## config.mk

```make
export PLATFORM = sky130hd
export DESIGN_NAME = shield_burst_read_mstr
export DESIGN_NICKNAME = d
export VERILOG_FILES = /design/src/rtl/shield_burst_read_mstr.sv
export SDC_FILE = /design/constraint.sdc
export NUM_CORES = 1
export LEC_CHECK = 0
export CAP_MARGIN = 0
export CORE_AREA = 2 2 506 508
export DETAILED_ROUTE_END_ITERATION = 8
export DIE_AREA = 0 0 508 510
export DONT_BUFFER_PORTS = 1
export PLACE_DENSITY = 0.3
export SLEW_MARGIN = 20
export SYNTH_ARGS = -nofsm -noshare
export SYNTH_HDL_FRONTEND = slang
export SYNTH_SLANG_ARGS = --single-unit
export TNS_END_PERCENT = 20
```

## constraint.sdc

```tcl
create_clock -name clk -period 14.8 [get_ports clk]
set_input_delay 2.96 -clock clk [delete_from_list [all_inputs] [get_ports clk]]
set_output_delay 2.96 -clock clk [all_outputs]
set_load 0.01 [all_outputs]
```

## src/rtl/shield_burst_read_mstr.sv

```systemverilog
// AXI read burst master: converts line-granular read requests into one or two
// INCR bursts (split at 4 KB) and returns beats with per-line addresses.
module shield_burst_read_mstr #(
    parameter int DATA_W  = 512,
    parameter int ADDR_W  = 64,
    parameter int ID_W    = 16,
    parameter int MAX_LEN = 16,
    parameter int DEPTH   = 4
) (
    input  logic                         clk,
    input  logic                         rst_n,
    input  logic [ADDR_W-1:0]            req_addr,
    input  logic [$clog2(MAX_LEN+1)-1:0] req_len,
    input  logic                         req_val,
    output logic                         req_rdy,
    output logic [ADDR_W-1:0]            resp_addr,
    output logic [DATA_W-1:0]            resp_data,
    output logic                         resp_last,
    output logic                         resp_err,
    output logic                         resp_val,
    input  logic                         resp_rdy,
    output logic                         err_seen,
    output logic [ID_W-1:0]              m_axi_arid,
    output logic [ADDR_W-1:0]            m_axi_araddr,
    output logic [7:0]                   m_axi_arlen,
    output logic [2:0]                   m_axi_arsize,
    output logic [1:0]                   m_axi_arburst,
    output logic                         m_axi_arlock,
    output logic [3:0]                   m_axi_arcache,
    output logic [2:0]                   m_axi_arprot,
    output logic [3:0]                   m_axi_arqos,
    output logic [3:0]                   m_axi_arregion,
    output logic                         m_axi_arvalid,
    input  logic                         m_axi_arready,
    input  logic [ID_W-1:0]              m_axi_rid,
    input  logic [DATA_W-1:0]            m_axi_rdata,
    input  logic [1:0]                   m_axi_rresp,
    input  logic                         m_axi_rlast,
    input  logic                         m_axi_rvalid,
    output logic                         m_axi_rready
);
    localparam int LINE_B   = DATA_W / 8;
    localparam int OFF_W    = $clog2(LINE_B);
    localparam int LEN_W    = $clog2(MAX_LEN + 1);
    localparam int PTR_W    = $clog2(DEPTH);
    localparam int CNT_W    = PTR_W + 1;
    localparam int PG_LINES = 4096 / LINE_B;

    typedef enum logic [1:0] {IDLE, AR0, AR1} state_t;

    state_t              state_q;
    logic                arvalid_q;
    logic [ADDR_W-1:0]   araddr_q;
    logic [ADDR_W-1:0]   addr2_q;
    logic [7:0]          arlen_q;
    logic [7:0]          arlen2_q;
    logic                split_q;

    logic [ADDR_W-1:0]   trk_addr_q [DEPTH];
    logic [DEPTH-1:0]    trk_last_q;
    logic [PTR_W-1:0]    wr_ptr_q;
    logic [PTR_W-1:0]    rd_ptr_q;
    logic [CNT_W-1:0]    count_q;
    logic [7:0]          beat_cnt_q;
    logic                err_seen_q;

    logic [ADDR_W-1:0]   base_d;
    logic [15:0]         n_d;
    logic [15:0]         rem_d;
    logic [15:0]         n0_d;
    logic                ar_hs;
    logic                r_hs;
    logic                push;
    logic                pop;
    logic                push_last;
    logic                trk_empty;
    logic                unused_rid;

    always_comb begin
        base_d = req_addr & ~ADDR_W'(LINE_B - 1);
        if (req_len == '0)
            n_d = 16'd1;
        else if (req_len > LEN_W'(MAX_LEN))
            n_d = 16'(MAX_LEN);
        else
            n_d = 16'(req_len);
        // lines left before the next 4 KB boundary
        rem_d = 16'(PG_LINES) - 16'(base_d[11:0] >> OFF_W);
        n0_d  = (n_d < rem_d) ? n_d : rem_d;
    end

    assign trk_empty = (count_q == '0);
    assign req_rdy   = rst_n && (state_q == IDLE) && (count_q <= CNT_W'(DEPTH - 2));
    assign ar_hs     = arvalid_q && m_axi_arready;
    assign r_hs      = m_axi_rvalid && m_axi_rready;
    assign push      = ar_hs;
    assign push_last = (state_q == AR1) || !split_q;
    assign pop       = r_hs && m_axi_rlast;

    assign m_axi_arid     = '0;
    assign m_axi_arsize   = 3'(OFF_W);
    assign m_axi_arburst  = 2'b01;
    assign m_axi_arlock   = 1'b0;
    assign m_axi_arcache  = 4'd0;
    assign m_axi_arprot   = 3'd0;
    assign m_axi_arqos    = 4'd0;
    assign m_axi_arregion = 4'd0;
    assign m_axi_araddr   = araddr_q;
    assign m_axi_arlen    = arlen_q;
    assign m_axi_arvalid  = arvalid_q;

    assign resp_val     = m_axi_rvalid && !trk_empty;
    assign m_axi_rready = resp_rdy && !trk_empty;
    assign resp_data    = m_axi_rdata;
    assign resp_err     = (m_axi_rresp != 2'b00);
    assign resp_last    = m_axi_rlast && trk_last_q[rd_ptr_q];
    assign resp_addr    = trk_addr_q[rd_ptr_q] + (ADDR_W'(beat_cnt_q) << OFF_W);
    assign err_seen     = err_seen_q;
    assign unused_rid   = ^m_axi_rid;

    always_ff @(posedge clk or negedge rst_n) begin
        if (!rst_n) begin
            state_q   <= IDLE;
            arvalid_q <= 1'b0;
            araddr_q  <= '0;
            addr2_q   <= '0;
            arlen_q   <= '0;
            arlen2_q  <= '0;
            split_q   <= 1'b0;
        end else begin
            case (state_q)
                IDLE: if (req_val && req_rdy) begin
                    state_q   <= AR0;
                    arvalid_q <= 1'b1;
                    araddr_q  <= base_d;
                    arlen_q   <= 8'(n0_d - 16'd1);
                    split_q   <= (n0_d != n_d);
                    addr2_q   <= base_d + (ADDR_W'(n0_d) << OFF_W);
                    arlen2_q  <= 8'(n_d - n0_d - 16'd1);
                end
                AR0: if (m_axi_arready) begin
                    if (split_q) begin
                        state_q  <= AR1;
                        araddr_q <= addr2_q;
                        arlen_q  <= arlen2_q;
                    end else begin
                        state_q   <= IDLE;
                        arvalid_q <= 1'b0;
                    end
                end
                AR1: if (m_axi_arready) begin
                    state_q   <= IDLE;
                    arvalid_q <= 1'b0;
                end
                default: state_q <= IDLE;
            endcase
        end
    end

    always_ff @(posedge clk or negedge rst_n) begin
        if (!rst_n) begin
            wr_ptr_q   <= '0;
            rd_ptr_q   <= '0;
            count_q    <= '0;
            trk_last_q <= '0;
            beat_cnt_q <= '0;
            err_seen_q <= 1'b0;
        end else begin
            if (push) begin
                wr_ptr_q             <= wr_ptr_q + 1'b1;
                trk_last_q[wr_ptr_q] <= push_last;
            end
            if (pop)
                rd_ptr_q <= rd_ptr_q + 1'b1;
            if (push && !pop)
                count_q <= count_q + 1'b1;
            else if (pop && !push)
                count_q <= count_q - 1'b1;
            if (r_hs)
                beat_cnt_q <= m_axi_rlast ? 8'd0 : beat_cnt_q + 8'd1;
            if (r_hs && resp_err)
                err_seen_q <= 1'b1;
        end
    end

    // address payload needs no reset; validity is tracked by count_q
    always_ff @(posedge clk) begin
        if (push)
            trk_addr_q[wr_ptr_q] <= araddr_q;
    end

endmodule

```

==> results of run 1 <==
-- how the worst max path moves through the flow --
| stage | startpoint | to | slack [ns] | cells past startpoint |
|---|---|---|---|---|
| 2_1_floorplan | req_addr[6] | addr2_q[24] | 7.82 | 22 |
| 3_3_place_gp | req_addr[6] | addr2_q[60] | 6.34 | 21 |
| 3_5_place_dp | req_addr[6] | addr2_q[60] | 6.34 | 21 |
| 4_1_cts | rd_ptr_q[0] | resp_addr[55] | 6.20 | 11 |
| 5_1_grt | rd_ptr_q[1] | resp_addr[55] | 6.03 | 11 |
| 6_report | rd_ptr_q[1] | resp_addr[55] | 6.45 | 11 |
-- tightest hold or removal path, delay by kind of cell, from the launching register on --
| family | cells | cell delay, ns |
|---|---|---|
| AO/OA/AOI/OAI | 1 | 0.06 |
| AND/OR/NAND/NOR | 1 | 0.05 |
| flip-flops | 1 | 0.34 |
-- layer usage --
| layer | vias to the layer above | track usage, % |
|---|---|---|
| met5 | - | 4.55 |
| met4 | 30 | 1.75 |
| met3 | 131 | 10.9 |
| met2 | 1087 | 11.2 |
| met1 | 6168 | 10.5 |
| li1 | 5261 | - |
-- sequential cells by signal (all words and copies together), names as in the netlist --
signal and cells:
wr_ptr_q 2, err_seen 1, m_axi_arlen 8, split_q 1, trk_last_q 4, beat_cnt_q 8
state_q 2, rd_ptr_q 2, trk_addr_q 232, addr2_q 58, m_axi_arvalid 1, count_q 3
m_axi_araddr 58, arlen2_q 8
-- placed cells by master, fill, tap and decap left out, drive strengths merged, types with 10 or more instances in the layout --
master  count
clkinv     18
o21ai      85
a21o       11
buf        20
conb       50
o21a       12
nand3      42
ha         35
edfxtp    232
a21oi      79
xnor2      78
dfrtp     156
inv        42
nor3       31
nand2     139
diode      11
nor2b      15
mux4       59
mux2i      60
nor2      101
nand4      15
xor2       46
clkbuf     65
nor4       10
and3       28
-- report_power, final --
group / total (mW) / internal, mW / switching, mW
Clock: 1.33 / 0.803 / 0.522
Sequential: 2.02 / 1.58 / 0.447
Combinational: 1.60 / 0.563 / 1.04
Total: 4.95 / 2.94 / 2.01
-- kinds of logic (layout without fill, tap and decap cells) --
kind of cell | after synthesis | in the layout | synth area share, %
buf+inv | 659 | 155 | 20.8
compound gates | 211 | 211 | 5.31
fa+ha+maj | 39 | 39 | 2.31
simple gates | 419 | 419 | 9.15
flops | 388 | 388 | 48.5
other cells | 2 | 61 | 0.0335
xor+xnor | 124 | 124 | 4.84
mux | 124 | 124 | 9.08
-- area by class of cell --
type,instances,area [sq um],share of cell area (%)
diodes,11,27.5,0.113
clock buffers,65,1400,5.77
inverters,41,154,0.634
repair buffers,20,150,0.618
flip-flops and latches,388,10900,44.8
multi-input cells,967,7120,29.3
clock inverters,29,342,1.41
well taps,3366,4210,17.3
==> results by group, run 1 <==
STA
  – Fin Setup TNS: 0 ns
  – Final hold vios: 0
  – Final setup viols: 0
  – RSZ-0062 raised after global routing: false
  – Max Freq: 120 MHz
  – Clock Skew: 0.0218 ns
  – Slew margin rel.: 31.8%
  – Min Tclk post-route: 8.35 ns
  – WHS: 0.478 ns
  – Fin crit share: 56.4%
  – Worst Setup Slack, final: 6.45 ns
  – Slew @ Worst Pin: 1.02 ns
  – Slew Viols, Final: 0

Job
  – Maxcap violations: 0

CTS
  – H-tree Lvls: 2
  – Post-cts gate resize count: 0
  – CTS buffer count: 50
  – Postcts setup bufs: 0
  – Root buffer cell: clkbuf_16
  – Bufs on Longest Clock Path: 3
  – Later-pin clock latency in the skew report: 0.62 ns
  – Post-CTS Hold Buffers: 0
  – Clk sinks: 388
  – CTS tree: built
  – Clk slew on worst S/H paths: 0.06 ns

Run status
  – Run status: completed

Synthesis
  – Number of flops mapped to enable cells by yosys: 232
  – Post-Syn Area: 22400 sq um
  – Post-synthesis async set-or-reset flop share: 40.2%
  – Gate Count Post-Synth: 1966
  – FF+latch count, synth: 388
  – Post-synth top cells: 565 x buf_4, 232 x edfxtp_1, 156 x dfrtp_1, 138 x nand2_1, 101 x nor2_1
  – Top-count cell post-synth: buf_4
  – Yosys cell types: 69
  – Top-area cell type share of the netlist area: 31.1%
  – Top cells by area, synth: edfxtp_1 31%, buf_4 19%, dfrtp_1 17%
  – Most used DFF post-synth: edfxtp_1
  – Yosys Warn Count: 0
  – Syn_area_per_cell: 11.4 sq um
  – Post-synthesis sequential area ratio: 48.5%
  – Dominant cell type by area after synthesis: edfxtp_1

Hold path
  – Hold crit path type: flop to flop
  – Hold worst-path end: addr2_q[30]
  – Hold Path Depth: 2
  – Hold Crit Start: addr2_q[30]

Setup path
  – Reg2reg start: state_q[0]
  – Crit path DAT: 5.39 ns
  – R2R depth: 9
  – Required time worst endpoint: 11.84 ns
  – CP Cell Sequence: buf_4 -> mux4_2 -> ha_1 -> o21ai_0 -> a21oi_1 -> o211ai_1 -> nor4_4 -> buf_4 -> and4_1 -> nand2_1 -> xnor2_1
  – CP peak stage delay: 0.74 ns
  – Worst r2r dst: m_axi_araddr[22]
  – Crit path kind: flop to output port
  – Crit path buffers/inverters: 2
  – FF-to-FF setup slack: 10.60 ns
  – Slowest-stage cell, CP: and4_1
  – CP most frequent cell: buf_4
  – Crit path max-delay family: simple AND/OR/NAND/NOR gates
  – CP Launch Type: flop
  – Crit end category: output port
  – Peak fanout along the critical path: 35

Die
  – Ports: 1298
  – Initial core utilization: 8.85%
  – Die Ht: 510 um
  – Number of cell rows: 185
  – Core Box Area: 253000 sq um
  – Die ar.: 259000 sq um
  – Die Wd: 508 um

Global routing
  – Overall Global Routing Usage: 9.50%
  – Vias in the first global route: 12500
  – First-pass GRT wire length: 157000 um
  – Initial antenna violation count: 13
  – Largest net degree at the start of global routing: 158
  – Global-route congestion overflow total: 0

Routing
  – Wire length on met2: 45900 um
  – DR iter-0 viols: 815
  – Via density: 2.59
  – Wire per inst: 26.5 um
  – Vias post-DR: 12700
  – M1 WL: 48600 um
  – Highest Signal Layer: met5
  – Post-route ant nets: 0
  – Total wire length: 129000 um
  – First-pass iteration count of the detailed router: 4
  – DRC Markers: 0
  – Met3 Wirelength: 31300 um

Place
  – Worst slack at placement: 6.34 ns
  – Buffers added on ports: 0
  – Routability congestion estimate: 0.692
  – Placed Instances: 4782
  – DP Area: 22500 sq um
  – DP Wirelength: 104000 um

Layout
  – Layout Nets: 2113
  – Layout cells sized above 1: 11.6%
  – Layout fillers: 29100
  – Fin cells: 4887
  – Final instance area: 24300 sq um
  – Final core occ: 9.58%
  – P&R area growth vs syn: 8.26%

Power
  – Peak VDD IR: 86.1 uV
  – Leakage: 7.88 nW
  – PD cells: 204 nW/um^2
  – Power, Total: 4.95 mW
(Power assumes the default switching activity.)
==> run 2, diff against run 1 <==
==> constraint.sdc (replaced) <==
create_clock -name clk -period 8 [get_ports clk]
set_input_delay 1.6 -clock clk [delete_from_list [all_inputs] [get_ports clk]]
set_output_delay 1.6 -clock clk [all_outputs]
set_load 0.01 [all_outputs]
==> results by group, run 2 (synthesis results as in run 1) <==
Setup path
  – CP Launch Type: flop
  – Crit path kind: flop to output port
  – Crit path max-delay family: simple AND/OR/NAND/NOR gates
  – Required time worst endpoint: 6.40 ns
  – Crit end category: output port
  – Peak fanout along the critical path: 21
  – CP peak stage delay: 0.91 ns
  – CP Cell Sequence: buf_4 -> mux4_2 -> ha_1 -> o21ai_0 -> a21oi_1 -> o211ai_1 -> nor4_4 -> and4_1 -> nand2_1 -> xnor2_1
  – Crit path DAT: 5.56 ns
  – Slowest-stage cell, CP: nor4_4
  – Crit path buffers/inverters: 1

STA
  – Fin crit share: 89.5%
  – Min Tclk post-route: 7.16 ns
  – RSZ-0062 raised after global routing: false
  – Fin Setup TNS: 0 ns
  – Final setup viols: 0
  – Max Freq: 140 MHz
  – Slew @ Worst Pin: 1.07 ns
  – Slew margin rel.: 28.4%
  – Slew Viols, Final: 0
  – Clock Skew: 0.0355 ns
  – Worst Setup Slack, final: 0.837 ns
  – Final hold vios: 0

Layout
  – Layout fillers: 29100
  – Largest register FFs: 232
  – Largest Register: trk_addr_q
  – Layout cells sized above 1: 11.6%
  – Fin cells: 4892
  – P&R area growth vs syn: 7.72%
  – Most common cell after layout, fill and taps aside: edfxtp_1
  – Layout Nets: 2119
  – Commonest cells after routing, fill and taps aside: 232 x edfxtp_1, 154 x dfrtp_1, 138 x nand2_1

Power
  – Power, Total: 8.93 mW
  – PD cells: 370 nW/um^2
  – Comb pwr share: 33.6%
  – Sw power: 3.67 mW
  – Internal power: 5.26 mW
  – Peak VDD IR: 185 uV
  – Clock Power Share: 25.1%
  – Sequential Power Share: 41.3%
  – Leakage: 7.81 nW
  – Switch share: 41.1%

CTS
  – Clk sinks: 388
  – Bufs on Longest Clock Path: 3
  – H-tree Lvls: 2
  – Clk slew on worst S/H paths: 0.06 ns
  – CTS tree: built
  – Root buffer cell: clkbuf_16
  – CTS buffer count: 51
  – Later-pin clock latency in the skew report: 0.63 ns
  – Post-cts gate resize count: 0
  – Post-CTS Hold Buffers: 0
  – Postcts setup bufs: 0

Global routing
  – Vias in the first global route: 12700
  – Initial antenna violation count: 8
  – Global-route congestion overflow total: 0
  – First-pass GRT wire length: 158000 um
  – Overall Global Routing Usage: 9.52%
  – Largest net degree at the start of global routing: 158

Die
  – Die Wd: 508 um
  – Core Box Area: 253000 sq um
  – Ports: 1298
  – Number of cell rows: 185
  – Initial core utilization: 8.85%
  – Die Ht: 510 um
  – Die ar.: 259000 sq um

Place
  – Buffers added on ports: 0
  – Placed Instances: 4787
  – Routability congestion estimate: 0.686
  – DP Wirelength: 104000 um
  – Worst slack at placement: 1.11 ns

Routing
  – Vias post-DR: 12600
  – DRC Markers: 0
  – Total wire length: 129000 um
  – Post-route ant nets: 0
  – First-pass iteration count of the detailed router: 5
  – DR iter-0 viols: 791
  – Wire per inst: 26.4 um
  – Via density: 2.58

Run status
  – Run status: completed

Hold path
  – Hold crit path type: flop to flop

Job
  – Maxcap violations: 0
==> run 2: per-layer routing <==
layer / GRT usage (%) / part of all wire [%] / wire [um]
met1: 10.5 / 38 / 49000
met2: 11.4 / 36 / 46100
met3: 10.8 / 24 / 30900
met4: 1.56 / 1.3 / 1660
met5: 5.46 / 1.1 / 1430
==> run 2: layout make-up <==
type	instances	area, sq um	share of cell area [%]
Antenna cell	14	35.0	0.145
Multi-Input combinational cell	967	7110	29.4
Clock inverter	25	206	0.855
Tap cell	3366	4210	17.4
Clock buffer	66	1360	5.64
Timing Repair Buffer	25	200	0.829
Sequential cell	388	10900	45.0
Inverter	41	154	0.637
==> run 2: metrics by stage <==
stage / cell area [sq um] / util [%] / hold WS [ns]
final: 24200 / 9.53 / 0.478
after CTS: 24100 / 9.52 / 0.484
after global placement: 22600 / 8.90 / 0.462
after global routing: 24100 / 9.52 / 0.501
after detailed placement: 22600 / 8.90 / 0.466
after floorplan: 22600 / - / 0.444
==> run 2: final timing paths <==
kind,slack [ns],endpoint,cells after the start,start
max in group asynchronous,6.62,addr2_q[49],0,rst_n
min in group asynchronous,0.66,m_axi_arlen[6],0,rst_n
worst max-delay path,0.84,resp_addr[59],10,rd_ptr_q[1]
worst min-delay path,0.48,arlen2_q[7],1,arlen2_q[7]
worst min register to register,0.48,arlen2_q[7],1,arlen2_q[7]
worst max register to register,4.42,m_axi_arlen[4],10,state_q[0]
==> run 2: power by group through the flow <==
| stage | sequential (mW) | clock (mW) | combinational (mW) |
|---|---|---|---|
| floorplan | 3.33 | 0 | 2.40 |
| global placement | 3.80 | 0 | 3.16 |
| detailed placement | 3.82 | 0 | 3.16 |
| CTS | 3.78 | 2.36 | 3.17 |
| global route | 3.85 | 2.43 | 3.40 |
| finish | 3.69 | 2.24 | 3.00 |
